<file path="src/rtl/pixel_fetch_sequencer.sv">
// Initiator side of the grayscale fetch handshake: walks pixel addresses, captures
// each returned word and streams it to the input layer over valid/ready.
module pixel_fetch_sequencer #(
    parameter int unsigned NUM_PIXELS = 784,
    parameter int unsigned ADDR_W     = 10,
    parameter int unsigned DATA_W     = 16,
    parameter int unsigned TIMEOUT    = 15
) (
    input  logic              clk,
    input  logic              rst,
    input  logic              start,
    output logic              busy,
    output logic              done,
    output logic              error,
    output logic [ADDR_W-1:0] pixel_no,
    output logic              grayscale_fetch,
    input  logic              grayscale_fetched,
    input  logic [DATA_W-1:0] gray_scale,
    output logic              pix_valid,
    input  logic              pix_ready,
    output logic [DATA_W-1:0] pix_data,
    output logic [ADDR_W-1:0] pix_index,
    output logic              pix_last
);

    localparam logic [ADDR_W-1:0] LAST_ADDR = ADDR_W'(NUM_PIXELS - 1);
    localparam logic [7:0]        TMO_LIMIT = 8'(TIMEOUT);

    typedef enum logic [2:0] {
        S_IDLE,
        S_REQ,
        S_HOLD,
        S_GAP,
        S_DONE
    } state_e;

    state_e state_q, state_d;

    logic              busy_q, busy_d;
    logic              done_q, done_d;
    logic              error_q, error_d;
    logic [ADDR_W-1:0] pixel_no_q, pixel_no_d;
    logic              fetch_q, fetch_d;
    logic              valid_q, valid_d;
    logic [DATA_W-1:0] data_q, data_d;
    logic [ADDR_W-1:0] index_q, index_d;
    logic              last_q, last_d;
    logic [7:0]        tmo_q, tmo_d;

    logic fetch_hit;
    logic tmo_expire;
    logic xfer;

    // tmo_q is zero only on the first REQ edge, which doubles as the stale-flag guard.
    always_comb begin
        fetch_hit  = (state_q == S_REQ) && (tmo_q != '0) && grayscale_fetched;
        tmo_expire = (state_q == S_REQ) && !fetch_hit && ((tmo_q + 8'd1) == TMO_LIMIT);
        xfer       = (state_q == S_HOLD) && valid_q && pix_ready;
    end

    always_ff @(posedge clk or posedge rst) begin
        if (rst) begin
            state_q    <= S_IDLE;
            busy_q     <= 1'b0;
            done_q     <= 1'b0;
            error_q    <= 1'b0;
            pixel_no_q <= '0;
            fetch_q    <= 1'b0;
            valid_q    <= 1'b0;
            data_q     <= '0;
            index_q    <= '0;
            last_q     <= 1'b0;
            tmo_q      <= '0;
        end else begin
            state_q    <= state_d;
            busy_q     <= busy_d;
            done_q     <= done_d;
            error_q    <= error_d;
            pixel_no_q <= pixel_no_d;
            fetch_q    <= fetch_d;
            valid_q    <= valid_d;
            data_q     <= data_d;
            index_q    <= index_d;
            last_q     <= last_d;
            tmo_q      <= tmo_d;
        end
    end

    always_comb begin
        state_d = state_q;
        case (state_q)
            S_IDLE: if (start) state_d = S_REQ;
            S_REQ: begin
                if (fetch_hit) state_d = S_HOLD;
                else if (tmo_expire) state_d = S_IDLE;
            end
            S_HOLD: begin
                if (xfer) state_d = last_q ? S_DONE : S_GAP;
            end
            S_GAP:  state_d = S_REQ;
            S_DONE: state_d = S_IDLE;
            default: state_d = S_IDLE;
        endcase
    end

    // Status outputs are registered copies of the state being entered.
    always_comb begin
        busy_d     = (state_d != S_IDLE);
        done_d     = (state_d == S_DONE);
        fetch_d    = (state_d == S_REQ);
        valid_d    = (state_d == S_HOLD);
        error_d    = error_q;
        pixel_no_d = pixel_no_q;
        data_d     = data_q;
        index_d    = index_q;
        last_d     = last_q;
        tmo_d      = tmo_q;
        case (state_q)
            S_IDLE: begin
                if (start) begin
                    error_d    = 1'b0;
                    pixel_no_d = '0;
                    tmo_d      = '0;
                end
            end
            S_REQ: begin
                tmo_d = tmo_q + 8'd1;
                if (fetch_hit) begin
                    data_d  = gray_scale;
                    index_d = pixel_no_q;
                    last_d  = (pixel_no_q == LAST_ADDR);
                end else if (tmo_expire) begin
                    error_d = 1'b1;
                end
            end
            S_HOLD: begin
                if (xfer) begin
                    last_d = 1'b0;
                    tmo_d  = '0;
                    if (!last_q) pixel_no_d = pixel_no_q + ADDR_W'(1);
                end
            end
            default: ;
        endcase
    end

    assign busy            = busy_q;
    assign done            = done_q;
    assign error           = error_q;
    assign pixel_no        = pixel_no_q;
    assign grayscale_fetch = fetch_q;
    assign pix_valid       = valid_q;
    assign pix_data        = data_q;
    assign pix_index       = index_q;
    assign pix_last        = last_q;

endmodule

</file>
<file path="config.mk">
export PLATFORM = sky130hd
export DESIGN_NAME = pixel_fetch_sequencer
export DESIGN_NICKNAME = d
export VERILOG_FILES = /design/src/rtl/pixel_fetch_sequencer.sv
export SDC_FILE = /design/constraint.sdc
export NUM_CORES = 1
export LEC_CHECK = 0
export BUFFER_PORTS_ARGS = -buffer_cell sky130_fd_sc_hd__clkbuf_2
export CORE_ASPECT_RATIO = 1.25
export CORE_MARGIN = 1
export CORE_UTILIZATION = 26
export DETAILED_ROUTE_END_ITERATION = 10
export GPL_TIMING_DRIVEN = 1
export PLACE_DENSITY = 0.48
export SYNTH_ARGS = -nofsm -noshare
export SYNTH_HDL_FRONTEND = slang
export SYNTH_SLANG_ARGS = --single-unit
</file>
<file path="constraint.sdc">
create_clock -name clk -period 2.3 [get_ports clk]
set_clock_uncertainty 0.05 [all_clocks]
set_input_delay 0.345 -clock clk [delete_from_list [all_inputs] [get_ports clk]]
set_output_delay 0.345 -clock clk [all_outputs]
set_load 0.01 [all_outputs]
</file>
==> results of run 1 <==
## cell usage in the layout (no fill, tap or decap), types with 3 or more instances in the layout
cell / Yosys / layout
a21oi_1: 9 / 9
a31o_2: 3 / 3
a31oi_1: 3 / 3
and3_1: 3 / 3
buf_4: 1 / 7
clkbuf_16: 0 / 5
clkbuf_2: 0 / 62
dfrtp_1: 53 / 53
ha_1: 4 / 4
inv_1: 6 / 5
mux2_2: 25 / 25
nand2_1: 18 / 18
nand3_1: 7 / 7
nand4_1: 5 / 5
nor2_1: 16 / 16
o21ai_0: 15 / 15
o31ai_1: 3 / 3
xnor2_1: 4 / 4
## metal layers
layer	track usage, %	up-vias	wire length, um
li1	-	936	-
met4	3.388	0	76
met3	2.527	8	210
met2	21.64	41	2984
met5	0	-	0
met1	15.74	937	2468
## sequential cells by signal, indices dropped and copies added, names as in the netlist
name and flops:
pixel_no 10, busy 1, done 1, grayscale_fetch 1, tmo_q 8, pix_data 16
pix_last 1, error 1, pix_index 10, state_q 3, pix_valid 1
## worst min-delay path by stage
stage | startpoint | end | slack [ns] | cells past startpoint
after CTS | rst | pix_data[0] | 0.04 | 2
after global routing | rst | pix_data[8] | 0.06 | 2
after detailed placement | rst | pix_data[0] | 0.36 | 2
after floorplan | tmo_q[7] | tmo_q[7] | 0.44 | 1
after global placement | rst | pix_data[0] | 0.34 | 2
final | rst | pix_data[0] | 0.01 | 2
## layout make-up
class | instances | share of cell area, %
inverters | 6 | 0.7157
repair buffers | 71 | 12.80
clock inverters | 3 | 0.7952
multi-input cells | 153 | 34.67
well taps | 123 | 4.891
clock buffers | 5 | 3.976
flip-flops and latches | 53 | 42.15
## kinds of logic (layout without fill, tap and decap cells)
group	Yosys count	after routing	synth area share, %
buffers and inverters	15	85	3.351
AND/OR/NAND/NOR	70	70	14.86
AO/OA/AOI/OAI	45	45	12.11
multiplexers	28	28	12.56
XOR/XNOR	6	6	2.101
adder cells (fa/ha/maj)	4	4	2.001
flip-flops	53	53	53.03
## critical path, cell delays in order (launching register included)
cell and delay, ns:
dfrtp_1 0.38, inv_1 0.11, ha_1 0.15, or4b_4 0.47, o211ai_4 0.21, buf_12 0.22
mux2_2 0.36
## metrics by stage
| step | util, % | hold slack, ns | area [um^2] |
|---|---|---|---|
| after CTS | 34.12 | 0.04210 | 3147 |
| final | 34.12 | 0.01010 | 3147 |
| after floorplan | - | 0.4438 | 2501 |
| after global placement | 32.49 | 0.3441 | 2997 |
| after global routing | 34.12 | 0.05978 | 3147 |
| after detailed placement | 32.49 | 0.3607 | 2997 |
## power by group
part	total (mW)	internal (mW)	leakage, nW	switching, mW
Sequential	1.35	1.17	0.693	0.181
Combinational	1.23	0.588	0.763	0.642
Clock	0.777	0.412	0.0708	0.365
Total	3.35	2.17	1.53	1.19
==> results by group, run 1 <==
Synthesis
  • Most used DFF post-synth: dfrtp_1
  • Commonest cells in the netlist: dfrtp_1, mux2_2, nand2_1
  • Synth area leader: dfrtp_1
  • Top post-synthesis cells by area: dfrtp_1, mux2_2, o21ai_0
  • Post-synth ARST share: 100.0%
  • Seq/Total Area, Yosys: 53.03%
  • Yosys reg bits: 53
  • Syn Area/Cell: 11.32 um^2
  • Synth warn: 0
  • Syn Nets: 246
  • Post-synth EDFFs: 0
  • Cell variety after synth: 48
  • Yosys top cell area share: 53.03%
  • Top-count cell post-synth: dfrtp_1
  • Syn Inst Count: 221
  • Cell Area, Synth: 2501 um^2

Critical path
  • Crit. End Element: register
  • Critical path type: reg -> reg
  • R2R Path End: pix_index[1]
  • FF-to-FF path depth: 6
  • Critical path peak fanout: 32
  • CP Launch Type: register
  • CP Data Arrival Time: 2.21 ns
  • Flop2flop setup slack: 0.21 ns
  • Launch point of the worst reg-to-reg path: tmo_q[0]
  • Critical Path Sink: pix_index[1]
  • Crit path from: tmo_q[0]
  • Worst Path Required: 2.43 ns

STA
  • Setup TNS: 0 ns
  • Slew of the pin with the lowest slew margin: 0.7358 ns
  • FMAX: 0.4791 GHz
  • Setup Viol. Count Final: 0
  • Period utilization: 90.75%
  • Fin. max-slew vios: 0
  • Unrepaired setup endpoints after global routing: no
  • Max-slew headroom: 50.43%
  • Final worst setup slack: 0.2128 ns
  • Final hold violation count: 0
  • Final min period: 2.087 ns

Routing
  • Vias: 1922
  • Post-route ant nets: 0
  • Drt pass-1 iters: 4
  • WL per Instance: 13.86 um
  • Vias per cell: 4.643
  • Initial DRC count: 76
  • DRC violations left: 0
  • Final wirelength: 5739 um

Clock tree
  • CTS clk-pin slew, worst paths: 0.08 ns
  • Root Buffer: clkbuf_16
  • CTS tree: done
  • H-Tree Depth: 2
  • CTS resizes: 0
  • Hold buffers post-CTS: 0
  • Clock sink count: 53
  • CTS Buf Count: 5
  • Clk Latency, worst-skew pair: 0.29 ns
  • Setup Buffers After CTS: 0
  • CTS max path bufs: 2

GRT
  • Initial antenna violation count: 0
  • Gr usage total: 12.47%
  • First-pass GRT wire length: 10110 um
  • Largest net degree at the start of global routing: 33
  • Vias in the first global route: 1961
  • Gr ovfl total: 0

Placed design
  • RD Place Congestion: 0.7412
  • Post-DP HPWL: 4212 um
  • Placement Setup Slack: 0.2041 ns
  • Placed Cells incl. Taps: 406
  • I/O Buffers: 62

Finish
  • Area Overhead vs Synth: 25.81%
  • N_diodes: 0
  • Multi-input gate area: 1091 um^2
  • FF+latch area: 1326 um^2
  • Final Non-Filler Cells: 414
  • Final nets: 315
  • Filler Cells Inserted: 963
  • Layout cell share with drive strength beyond 1: 39.18%

Run status
  • Status: finished, final reports clean

Die
  • Placeable Area: 9223 um^2
  • # rows: 39
  • Die footprint: 10020 um^2
  • Boundary pin count: 63
  • DIE WIDTH: 89.73 um
  • Starting density of the core: 27.12%
  • Chip height: 111.7 um

Job
  • Max capacitance violation total: 0

Power and ir drop
  • Pleak: 1.527 nW
  • Worst vdd ir: 0.4124 mV
  • Final Power: 3.354 mW
  • Pwr per Cell Area: 1066 nW/um^2

Worst hold path
  • Worst min-delay path class: in -> async
Note: power is estimated with default switching activity, not from simulation.
==> run 2: changes to the inputs <==
CORE_MARGIN = 2   (was 1)
RECOVER_POWER = 50   (was unset)
SKIP_CTS_REPAIR_TIMING = 1   (was unset)
==> run 2 against run 1 <==
  * Flip-flop and latch count unchanged
  * Worst setup slack about the same
  * Critical path depth unchanged
  * Clock power down 2%
  * Count of clock-buffer cells in the layout unchanged
  * Design area down 1.2%
  * Sequential share of layout area up 0.51 points
  * Utilization down 1.4 points
  * Maximum frequency about the same
  * Die area up 4.1%
  * Combinational power about the same
  * Critical endpoint is now pix_index[2]
  * Largest power group unchanged
==> results by group, run 2 (synthesis results as in run 1) <==
Placed design
  • Placed Cells incl. Taps: 409 (+0.74%)
  • Post-DP HPWL: 4272 um (+1.4%)
  • Placement Setup Slack: 0.2163 ns (+0.01220 ns)
  • RD Place Congestion: 0.7501 (+1.2%)
  • DP Area: 2988 um^2 (-0.29%)
  • I/O Buffers: 62 (unchanged)

Critical path
  • Launch point of the worst reg-to-reg path: tmo_q[0]
  • CP Data Arrival Time: 2.21 ns (about the same)
  • CP max stage delay: 0.47 ns (about the same)
  • Cells along the critical path: inv_1 > ha_1 > or4b_4 > o211ai_4 > buf_12 > mux2_2
  • Flop2flop setup slack: 0.21 ns (about the same)
  • R2R Path End: pix_index[2]
  • Crit-path slowest cell: or4b_4
  • Critical Path Sink: pix_index[2]
  • Critical path peak fanout: 32 (unchanged)
  • FF-to-FF path depth: 6 (unchanged)
  • CP Launch Type: register
  • CP delay by family, top: simple AND/OR/NAND/NOR gates
  • Worst path depth: 6 (unchanged)
  • Critical path type: reg -> reg
  • Crit path from: tmo_q[0]
  • Crit. End Element: register
  • Worst Path Required: 2.43 ns (about the same)
  • Crit path buffers/inverters: 2 (unchanged)

Finish
  • Most frequent cells in the layout: dfrtp_1, clkbuf_2, mux2_2
  • Max reg flops: 16 (unchanged)
  • Area Overhead vs Synth: 24.31%
  • Layout cell share with drive strength beyond 1: 31.62% (-7.6 points)
  • Filler Cells Inserted: 1039 (+7.9%)
  • Final nets: 315 (unchanged)
  • N_diodes: 0 (unchanged)
  • Commonest non-fill, non-tap cell in the layout: dfrtp_1
  • Final instance area: 3109 um^2 (-1.2%)
  • Final Non-Filler Cells: 417 (+0.72%)
  • Fin util: 32.70% (-1.4 points)

Clock tree
  • H-Tree Depth: 2 (unchanged)
  • CTS tree: done
  • Clk Latency, worst-skew pair: 0.29 ns (about the same)
  • CTS clk-pin slew, worst paths: 0.07 ns (about the same)
  • Clock sink count: 53 (unchanged)
  • Root Buffer: clkbuf_16
  • CTS max path bufs: 2 (unchanged)
  • CTS Buf Count: 5 (unchanged)

Worst hold path
  • Worst min-delay path class: in -> reg

Routing
  • DRC violations left: 0 (unchanged)
  • Vias: 1939 (+0.88%)
  • Drt pass-1 iters: 4 (unchanged)
  • Post-route ant nets: 0 (unchanged)
  • WL per Instance: 14.22 um (+2.6%)
  • Vias per cell: 4.650 (+0.16%)
  • Final wirelength: 5930 um (+3.3%)
  • Initial DRC count: 82 (+7.9%)

STA
  • Max-slew headroom: 10.25% (-40 points)
  • Final worst setup slack: 0.2126 ns (-0.0002300 ns)
  • Slew of the pin with the lowest slew margin: 1.346 ns (+0.6105 ns)
  • Setup Viol. Count Final: 0 (unchanged)
  • Setup TNS: 0 ns (unchanged)
  • Final min period: 2.087 ns (+0.0002300 ns)
  • Hold WS: 0.2308 ns (+0.2207 ns)
  • FMAX: 0.4791 GHz (about the same)
  • Unrepaired setup endpoints after global routing: no
  • Period utilization: 90.76% (about the same)
  • Fin. max-slew vios: 0 (unchanged)
  • Final hold violation count: 0 (unchanged)

GRT
  • Largest net degree at the start of global routing: 54 (+64%)
  • Gr usage total: 11.38% (-1.1 points)
  • M3 GR Usage: 2.114% (-0.41 points)
  • Busiest grt layer: met2
  • Vias in the first global route: 1873 (-4.5%)
  • Gr ovfl total: 0 (unchanged)
  • Grt met1 use: 14.70% (-1.0 points)
  • First-pass GRT wire length: 9570 um (-5.3%)
  • Initial antenna violation count: 0 (unchanged)
  • Met2 Track Usage GR: 20.10% (-1.5 points)

Run status
  • Status: finished, final reports clean

Power and ir drop
  • Final Power: 3.322 mW (-0.96%)
  • Worst vdd ir: 0.3202 mV (-22%)
  • Pwr per Cell Area: 1068 nW/um^2 (+0.24%)
  • Pleak: 1.451 nW (-5.0%)

Die
  • DIE WIDTH: 91.73 um (+2.2%)
  • # rows: 40 (+2.6%)
  • Placeable Area: 9509 um^2 (+3.1%)
  • Die footprint: 10430 um^2 (+4.1%)
  • Boundary pin count: 63 (unchanged)
  • Chip height: 113.7 um (+1.8%)
  • Starting density of the core: 26.30% (-0.82 points)

Job
  • Max capacitance violation total: 0 (unchanged)
[run 2: changes by cell type in the layout (fill, tap and decap cells not counted), sizes merged]
cell    change
clkbuf      +1
buf         -1
inv         -2
clkinv      +2
[run 2: layer usage]
metal	share of wire [%]	up-vias
met5	0	-
met4	0.44	0
met3	3.5	4
met2	52	42
met1	44	962
li1	-	931
[run 2: layout make-up]
class / count / area [um^2] / share of cell area, %
Multi-Input combinational cell: 153 / 1091 / 35.09
Tap cell: 126 / 157.7 / 5.070
Clock inverter: 3 / 25.02 / 0.8048
Inverter: 6 / 22.52 / 0.7243
Clock buffer: 5 / 125.1 / 4.024
Timing Repair Buffer: 71 / 361.6 / 11.63
Sequential cell: 53 / 1326 / 42.66
[run 2: worst reg2reg max path: stages (launching register included)]
cell and delay [ns]:
dfrtp_1 0.38, inv_1 0.12, ha_1 0.15, or4b_4 0.47
o211ai_4 0.21, buf_12 0.23, mux2_2 0.36
[run 2: worst min path at each step]
stage	start	to	slack [ns]	depth (start not counted)
2_1_floorplan	tmo_q[7]	tmo_q[7]	0.44	1
3_3_place_gp	pix_index[3]	pix_index[3]	0.43	1
3_5_place_dp	pix_index[3]	pix_index[3]	0.43	1
4_1_cts	rst	pix_data[6]	0.20	3
5_1_grt	gray_scale[1]	pix_data[1]	0.23	2
6_report	gray_scale[11]	pix_data[11]	0.23	2
[run 2: power by group]
group	total [mW]	internal [mW]	switching (mW)
combinational	1.21	0.559	0.653
sequential	1.34	1.17	0.178
clock	0.765	0.410	0.356
total	3.32	2.13	1.19
